[src/rtl/commit_trace_unit_if.sv]
// Retire-trace stream between commit_trace_unit and a trace consumer.
// Master drives the record and valid; slave returns ready.
interface commit_trace_unit_if;
  logic        tr_valid_o;
  logic        tr_ready_i;
  logic [31:0] tr_pc_o;
  logic [31:0] tr_inst_o;
  logic        tr_rd_we_o;
  logic [4:0]  tr_rd_addr_o;
  logic [31:0] tr_rd_data_o;

  modport master (
    output tr_valid_o, tr_pc_o, tr_inst_o,
    output tr_rd_we_o, tr_rd_addr_o, tr_rd_data_o,
    input  tr_ready_i
  );

  modport slave (
    input  tr_valid_o, tr_pc_o, tr_inst_o,
    input  tr_rd_we_o, tr_rd_addr_o, tr_rd_data_o,
    output tr_ready_i
  );
endinterface

[src/rtl/commit_trace_unit.sv]
// Shadows ID->EX->MEM->WB and emits one commit record per retired
// instruction into a first-word fall-through FIFO.
module commit_trace_unit #(
  parameter int DEPTH = 8,
  parameter int CNT_W = 16
) (
  input  logic                 clk_i,
  input  logic                 rst_i,
  input  logic                 id_valid_i,
  input  logic [31:0]          id_pc_i,
  input  logic [31:0]          id_inst_i,
  input  logic                 stall_i,
  input  logic                 wb_we_i,
  input  logic [4:0]           wb_addr_i,
  input  logic [31:0]          wb_data_i,
  commit_trace_unit_if.master  tr,
  output logic                 overflow_o,
  output logic [CNT_W-1:0]     drop_cnt_o,
  output logic [31:0]          retire_cnt_o,
  output logic                 halt_o
);
  localparam int AW = $clog2(DEPTH);

  typedef struct packed {
    logic        v;
    logic [31:0] pc;
    logic [31:0] inst;
  } slot_t;

  typedef struct packed {
    logic [31:0] pc;
    logic [31:0] inst;
    logic        we;
    logic [4:0]  addr;
    logic [31:0] data;
  } rec_t;

  slot_t         ex_q, mem_q, wb_q;
  rec_t          fifo_q [DEPTH];
  rec_t          rec, head;
  logic [AW-1:0] wr_ptr, rd_ptr;
  logic [AW:0]   cnt;
  logic          full, commit, pop, push, drop, rd_we;

  assign full   = cnt == (AW+1)'(DEPTH);
  assign commit = wb_q.v && !halt_o;
  assign pop    = (cnt != '0) && tr.tr_ready_i;
  assign push   = commit && (!full || pop);
  assign drop   = commit && full && !pop;
  assign rd_we  = wb_we_i && (wb_addr_i != 5'd0);

  // x0 writes are architecturally void, so they trace as no write
  assign rec.pc   = wb_q.pc;
  assign rec.inst = wb_q.inst;
  assign rec.we   = rd_we;
  assign rec.addr = rd_we ? wb_addr_i : 5'd0;
  assign rec.data = rd_we ? wb_data_i : 32'd0;

  always_ff @(posedge clk_i) begin
    if (rst_i) begin
      ex_q  <= '0;
      mem_q <= '0;
      wb_q  <= '0;
    end else begin
      ex_q  <= stall_i ? '0 : slot_t'{id_valid_i, id_pc_i, id_inst_i};
      mem_q <= ex_q;
      wb_q  <= mem_q;
    end
  end

  always_ff @(posedge clk_i) begin
    if (push) fifo_q[wr_ptr] <= rec;
  end

  always_ff @(posedge clk_i) begin
    if (rst_i) begin
      wr_ptr <= '0;
      rd_ptr <= '0;
      cnt    <= '0;
    end else begin
      if (push) wr_ptr <= wr_ptr + AW'(1);
      if (pop)  rd_ptr <= rd_ptr + AW'(1);
      if (push && !pop)      cnt <= cnt + 1'b1;
      else if (pop && !push) cnt <= cnt - 1'b1;
    end
  end

  always_ff @(posedge clk_i) begin
    if (rst_i) begin
      overflow_o   <= 1'b0;
      drop_cnt_o   <= '0;
      retire_cnt_o <= '0;
      halt_o       <= 1'b0;
    end else begin
      if (commit) retire_cnt_o <= retire_cnt_o + 32'd1;
      if (drop) overflow_o <= 1'b1;
      if (drop && drop_cnt_o != '1) drop_cnt_o <= drop_cnt_o + 1'b1;
      if (commit && wb_q.inst == 32'd0) halt_o <= 1'b1;
    end
  end

  assign head             = fifo_q[rd_ptr];
  assign tr.tr_valid_o    = cnt != '0;
  assign tr.tr_pc_o       = head.pc;
  assign tr.tr_inst_o     = head.inst;
  assign tr.tr_rd_we_o    = head.we;
  assign tr.tr_rd_addr_o  = head.addr;
  assign tr.tr_rd_data_o  = head.data;
endmodule

[src/flat_wrapper.sv]
// flat-port wrapper written by rule: the top's interface ports become plain ports
module commit_trace_unit_flat 
#(
  parameter int DEPTH = 8,
  parameter int CNT_W = 16
)
  (clk_i, rst_i, id_valid_i, id_pc_i, id_inst_i, stall_i, wb_we_i, wb_addr_i, wb_data_i, overflow_o, drop_cnt_o, retire_cnt_o, halt_o, tr_tr_valid_o, tr_tr_pc_o, tr_tr_inst_o, tr_tr_rd_we_o, tr_tr_rd_addr_o, tr_tr_rd_data_o, tr_tr_ready_i);
  commit_trace_unit_if tr_i ();
  input  logic clk_i;
  input  logic rst_i;
  input  logic id_valid_i;
  input  logic [31:0] id_pc_i;
  input  logic [31:0] id_inst_i;
  input  logic stall_i;
  input  logic wb_we_i;
  input  logic [4:0] wb_addr_i;
  input  logic [31:0] wb_data_i;
  output logic overflow_o;
  output logic [CNT_W-1:0] drop_cnt_o;
  output logic [31:0] retire_cnt_o;
  output logic halt_o;
  output wire logic [$bits(tr_i.tr_valid_o)-1:0] tr_tr_valid_o;
  output wire logic [$bits(tr_i.tr_pc_o)-1:0] tr_tr_pc_o;
  output wire logic [$bits(tr_i.tr_inst_o)-1:0] tr_tr_inst_o;
  output wire logic [$bits(tr_i.tr_rd_we_o)-1:0] tr_tr_rd_we_o;
  output wire logic [$bits(tr_i.tr_rd_addr_o)-1:0] tr_tr_rd_addr_o;
  output wire logic [$bits(tr_i.tr_rd_data_o)-1:0] tr_tr_rd_data_o;
  input wire logic [$bits(tr_i.tr_ready_i)-1:0] tr_tr_ready_i;
  assign tr_tr_valid_o = tr_i.tr_valid_o;
  assign tr_tr_pc_o = tr_i.tr_pc_o;
  assign tr_tr_inst_o = tr_i.tr_inst_o;
  assign tr_tr_rd_we_o = tr_i.tr_rd_we_o;
  assign tr_tr_rd_addr_o = tr_i.tr_rd_addr_o;
  assign tr_tr_rd_data_o = tr_i.tr_rd_data_o;
  assign tr_i.tr_ready_i = tr_tr_ready_i;
  commit_trace_unit #(.DEPTH(DEPTH), .CNT_W(CNT_W)) u_core (.clk_i(clk_i), .rst_i(rst_i), .id_valid_i(id_valid_i), .id_pc_i(id_pc_i), .id_inst_i(id_inst_i), .stall_i(stall_i), .wb_we_i(wb_we_i), .wb_addr_i(wb_addr_i), .wb_data_i(wb_data_i), .tr(tr_i), .overflow_o(overflow_o), .drop_cnt_o(drop_cnt_o), .retire_cnt_o(retire_cnt_o), .halt_o(halt_o));
endmodule
[config.mk]
export PLATFORM = sky130hd
export DESIGN_NAME = commit_trace_unit_flat
export DESIGN_NICKNAME = d
export VERILOG_FILES = /design/src/rtl/commit_trace_unit_if.sv /design/src/rtl/commit_trace_unit.sv /design/src/flat_wrapper.sv
export SDC_FILE = /design/constraint.sdc
export NUM_CORES = 1
export LEC_CHECK = 0
export ABC_CLOCK_PERIOD_IN_PS = 11500
export CAP_MARGIN = 40
export CORE_ASPECT_RATIO = 0.8
export CORE_MARGIN = 2
export CORE_UTILIZATION = 52
export CTS_CLUSTER_DIAMETER = 100
export DETAILED_ROUTE_END_ITERATION = 10
export PLACE_DENSITY = 0.79
export SLEW_MARGIN = 10
export SYNTH_ARGS = -nofsm -noshare
export SYNTH_HDL_FRONTEND = slang
export SYNTH_SLANG_ARGS = --single-unit
[constraint.sdc]
create_clock -name clk_i -period 11.5 [get_ports clk_i]
set_input_delay 1.15 -clock clk_i [delete_from_list [all_inputs] [get_ports clk_i]]
set_output_delay 1.15 -clock clk_i [all_outputs]
set_load 0.005 [all_outputs]
======== Yosys cells after proc, flatten, opt, wreduce, memory -nomap -nowiden ========
Memories as Yosys holds them, arrays and structs flattened. A register that Yosys moved wholly into a read port is not among the register bits.
Index checks and enable logic that the tools add are counted.
operators by class
  $add $sub $neg .......................... 6
  eq/ne operators ......................... 2
  muxes and demuxes ....................... 8
  reduce and logical (&&, ||, !) cells .... 20
operators by type and width
  kind                   number
  $add 32x1->32 const B  1
  $logic_not 32->1       1
  $mux 32                1
  $add 16x1->16 const B  1
  $ne 16x16->1 const B   1
  $logic_and 1x1->1      10
  $mux 4                 2
  $add 3x1->3 const B    2
  $mux 3                 2
  $mux 5                 1
  $reduce_bool 5->1      1
  $add 4x1->4 const B    1
  $eq 4x4->1 const B     1
  $logic_not 1->1        4
  $reduce_bool 4->1      1
  $sub 4x1->4 const B    1
  $mux 1                 2
  $reduce_bool 2->1      1
  $reduce_or 2->1        1
  $logic_or 1x1->1       1
storage, ports and cells
  bits in registers ....................... 255
  memory bits (writable) .................. 816
  bits of input ports ..................... 107
  output and inout port bits .............. 153
  logic and storage cells ................. 53
  memories kept ........................... 1
memories
  name           words  width  read ports  clocked after Yosys merged registers in  write ports  RTL line                 source
  u_core.fifo_q  8      102    1           1                                        1            commit_trace_unit.sv:39  rec_t fifo_q [DEPTH];

======== Depth between registers and ports, before layout ========
  depth after elaboration ................. 8
  mapped depth ............................ 10
  depth with buffers taken out ............ 9

======== Worst setup path after synthesis ========
Ideal clock, no wire load.
  kind .................................... input to register
  start point ............................. input port tr_tr_ready_i
  end point ............................... memory u_core.fifo_q[2][0] in the netlist's numbering (enable)
  setup time .............................. 0.708 ns
  arrival ................................. 9.024 ns
  required time ........................... 10.792 ns
  path slack .............................. 1.768 ns
  stages .................................. 4
  buffers on the path ..................... 0
  cell sequence ........................... nand2b_1 -> o21a_1 -> nand2b_1 -> nor3b_1
on the way
  cells in the longest elaborated chain, start to end .. 5
RTL lines
  item                          RTL line                 source
  from (decl)                   flat_wrapper.sv:28       input wire logic [$bits(tr_i.tr_ready_i)-1:0] tr_tr_ready_i;
  $logic_and 1x1->1             commit_trace_unit.sv:47  assign pop = (cnt != '0) && tr.tr_ready_i;
  $logic_or 1x1->1              commit_trace_unit.sv:48  assign push = commit && (!full || pop);
  $logic_and 1x1->1             commit_trace_unit.sv:48
  via u_core.push               commit_trace_unit.sv:43  logic full, commit, pop, push, drop, rd_we;
  $mux 1                        commit_trace_unit.sv:72  if (push) fifo_q[wr_ptr] <= rec;
  $mux 1 (not written as such)  commit_trace_unit.sv:72
  to (decl)                     commit_trace_unit.sv:39
The timed path passes the listed nets, and every way through them passes these cells.

==> metrics.cfg <==
[logic_synthesis]
syn_nets = 2112
netlist_area_um2 = 39100
ys_types = 42
seq_area_frac_synth = 0.760
ys_ff_latch = 1074
synthFlopType = edfxtp_1
synth_area_leaders = edfxtp_1 (63%), dfxtp_1 (13%), mux4_2 (12%)
yosys_warnings = 0
syn_area_per_cell_um2 = 19.6
ys_async_sr_fraction = 0
synth_enable_flop_cells = 816
synthTopCellsByCount = edfxtp_1 (816), dfxtp_1 (258), mux4_2 (204)
synth_area_leader_cell = edfxtp_1
yosysTopAreaCellShare = 0.627
syn_inst = 1997
synth.most_common_cell = edfxtp_1

[layout]
fin_nets = 2405
syn2layout_area_growth_pct = 19.0
layout-drive-gt1-share = 0.216
fin_area_um2 = 46500

[sta]
max_slew_margin = 0.308
drv_slew = 0
rsz0062_at_grt = false
hold_slack_ns = 0.433
clock_skew_ns = 0.0226
finalCritPeriodShare = 0.431
finalCriticalPeriod_ns = 4.96
hold_viol = 0
setup_viol = 0
fmax_mhz = 202
final.setup.tns_ns = 0
worst_pin_slew_ns = 1.04

[worst_setup_path]
critPathTopFamily = buffers and inverters
cp_num_buf_inv = 3
cpMaxStageDelayCell = buf_12
path_common_cell = buf_12
r2r_slack_ns = 7.88
arrival_ns = 3.81
cp.required_ns = 10.35
slowest_delay_ns = 0.68
r2r_cells = 7
path_max_fanout = 119
crit_cells = 5
end_kind = output pin
critical_path_class = reg2out
cp-start-kind = register
critical_path.cell_chain = buf_12, buf_12, mux4_2, mux2_2, clkdlybuf4s50_1

[drt]
vias = 18900
dr_wl_met2_mm = 38.7
drtPass1Iterations = 5
wire_per_inst_um = 23.3
first_iter_violations = 1462
wl_mm = 78.7
vias_per_cell = 5.60
topRoutingLayerUsed = met5
drt-met1-wl_mm = 32.7
drcViolationCount = 0
postRouteAntennaNets = 0
wl_met3_mm = 5.74

[floorplanning]
initial_core_util = 0.527
die_height_um = 249
core_um2 = 74100
die_w_um = 310
std_cell_rows = 89
die_area_um2 = 77300
boundaryPins = 260

[clock_network]
cts_tree = built
cts_root_buf = clkbuf_16
numCtsBuffers = 100
cts_sinks = 1074
cts_buffer_depth = 3
clk_pin_slew_ns = 0.06
cts_setup_buffers = 0
htreeDepth = 3
clk_latency_ns = 0.65
cts.repair.resized = 0
hold_buffers = 0

[placed_design]
portBuffers = 259
globalplace.congestion = 0.795
dp_hpwl_mm = 42.3
placed_cell_area_um2 = 43100

[worst_hold_path]
min_path_cells = 1
hold_class = reg2reg

[grt]
overflow = 0
grt_pass1_vias = 19700
grt_pass1_wl_mm = 119
grt_max_degree = 120
track_usage = 0.204
antenna_found_initial = 9

[run]
cap_violations = 0

[power]
leakage_nw = 14.8
peakVddDrop_v = 0.000122
p_total_w = 0.00893
powerDensity_nw_per_um2 = 192

[outcome]
outcome = finished clean

[flip-flops by register name, summed over array words and instances (netlist names), 4 cells and up, named ones only]
register,count
u_core.mem_q,65
u_core.fifo_q,816
u_core.retire_cnt_o,32
u_core.rec,64
u_core.drop_cnt_o,16
u_core.ex_q,65
u_core.cnt,4
[layout make-up]
cell class	count	area (um2)
Antenna cell	3	7.51
Clock buffer	138	2850
Clock inverter	50	538
Fill cell	4967	27600
Inverter	11	41.3
Multi-Input combinational cell	812	8990
Sequential cell	1074	29700
Tap cell	1001	1250
Timing Repair Buffer	291	3130
[cells by family after synthesis]
kind of cell,share of synthesized area
adder cells (fa/ha/maj),0.00275
XOR/XNOR,0.00381
buffers and inverters,0.0115
flip-flops,0.760
AO/OA/AOI/OAI,0.0111
AND/OR/NAND/NOR,0.0613
multiplexers,0.150
[stage by stage]
stage / setup slack [ns] / instances / util
2_1_floorplan: 1.77 / 1997 / -
3_3_place_gp: 6.90 / 3177 / 0.578
3_5_place_dp: 6.97 / 3189 / 0.582
4_1_cts: 6.37 / 3377 / 0.628
5_1_grt: 6.21 / 3377 / 0.628
6_report: 6.54 / 3380 / 0.628
[cell usage in the layout, fill, tap and decap left out, types with 7 or more instances in the layout]
master,instances
o21ai_0,14
clkbuf_1,24
buf_4,14
edfxtp_1,816
buf_16,10
clkbuf_8,8
o31ai_1,14
nor2_1,33
clkinv_1,11
and2_1,105
nor4_1,18
nand4_1,15
clkbuf_16,106
buf_12,8
xor2_1,9
clkdlybuf4s50_1,258
inv_1,11
mux2_2,108
or3_1,13
or4_1,18
nor2b_1,136
mux4_2,204
bufinv_16,9
a21oi_1,32
dfxtp_1,255
clkinv_2,16
ha_1,7
nand2_1,20
xnor2_1,8
nand3_1,13
[worst paths after layout]
check,start,endpoint
worst max register to register,u_core.wb_q[64],u_core.fifo_q[2][8]
worst min register to register,u_core.mem_q[15],u_core.rec[53]
worst max-delay path,register,tr_tr_rd_data_o[17]
worst min-delay path,u_core.mem_q[15],u_core.rec[53]
[layer usage]
layer / up-vias / GRT usage
li1: 8431 / -
met1: 9776 / 0.278
met2: 595 / 0.332
met3: 110 / 0.0533
met4: 10 / 0.0490
met5: - / 0
[report_power, final]
group,internal (W),total [W],switching [W]
Sequential,0.00418,0.00423,0.0000497
Combinational,0.000808,0.00133,0.000526
Clock,0.00195,0.00337,0.00141
Note: power is estimated with default switching activity, not from simulation.
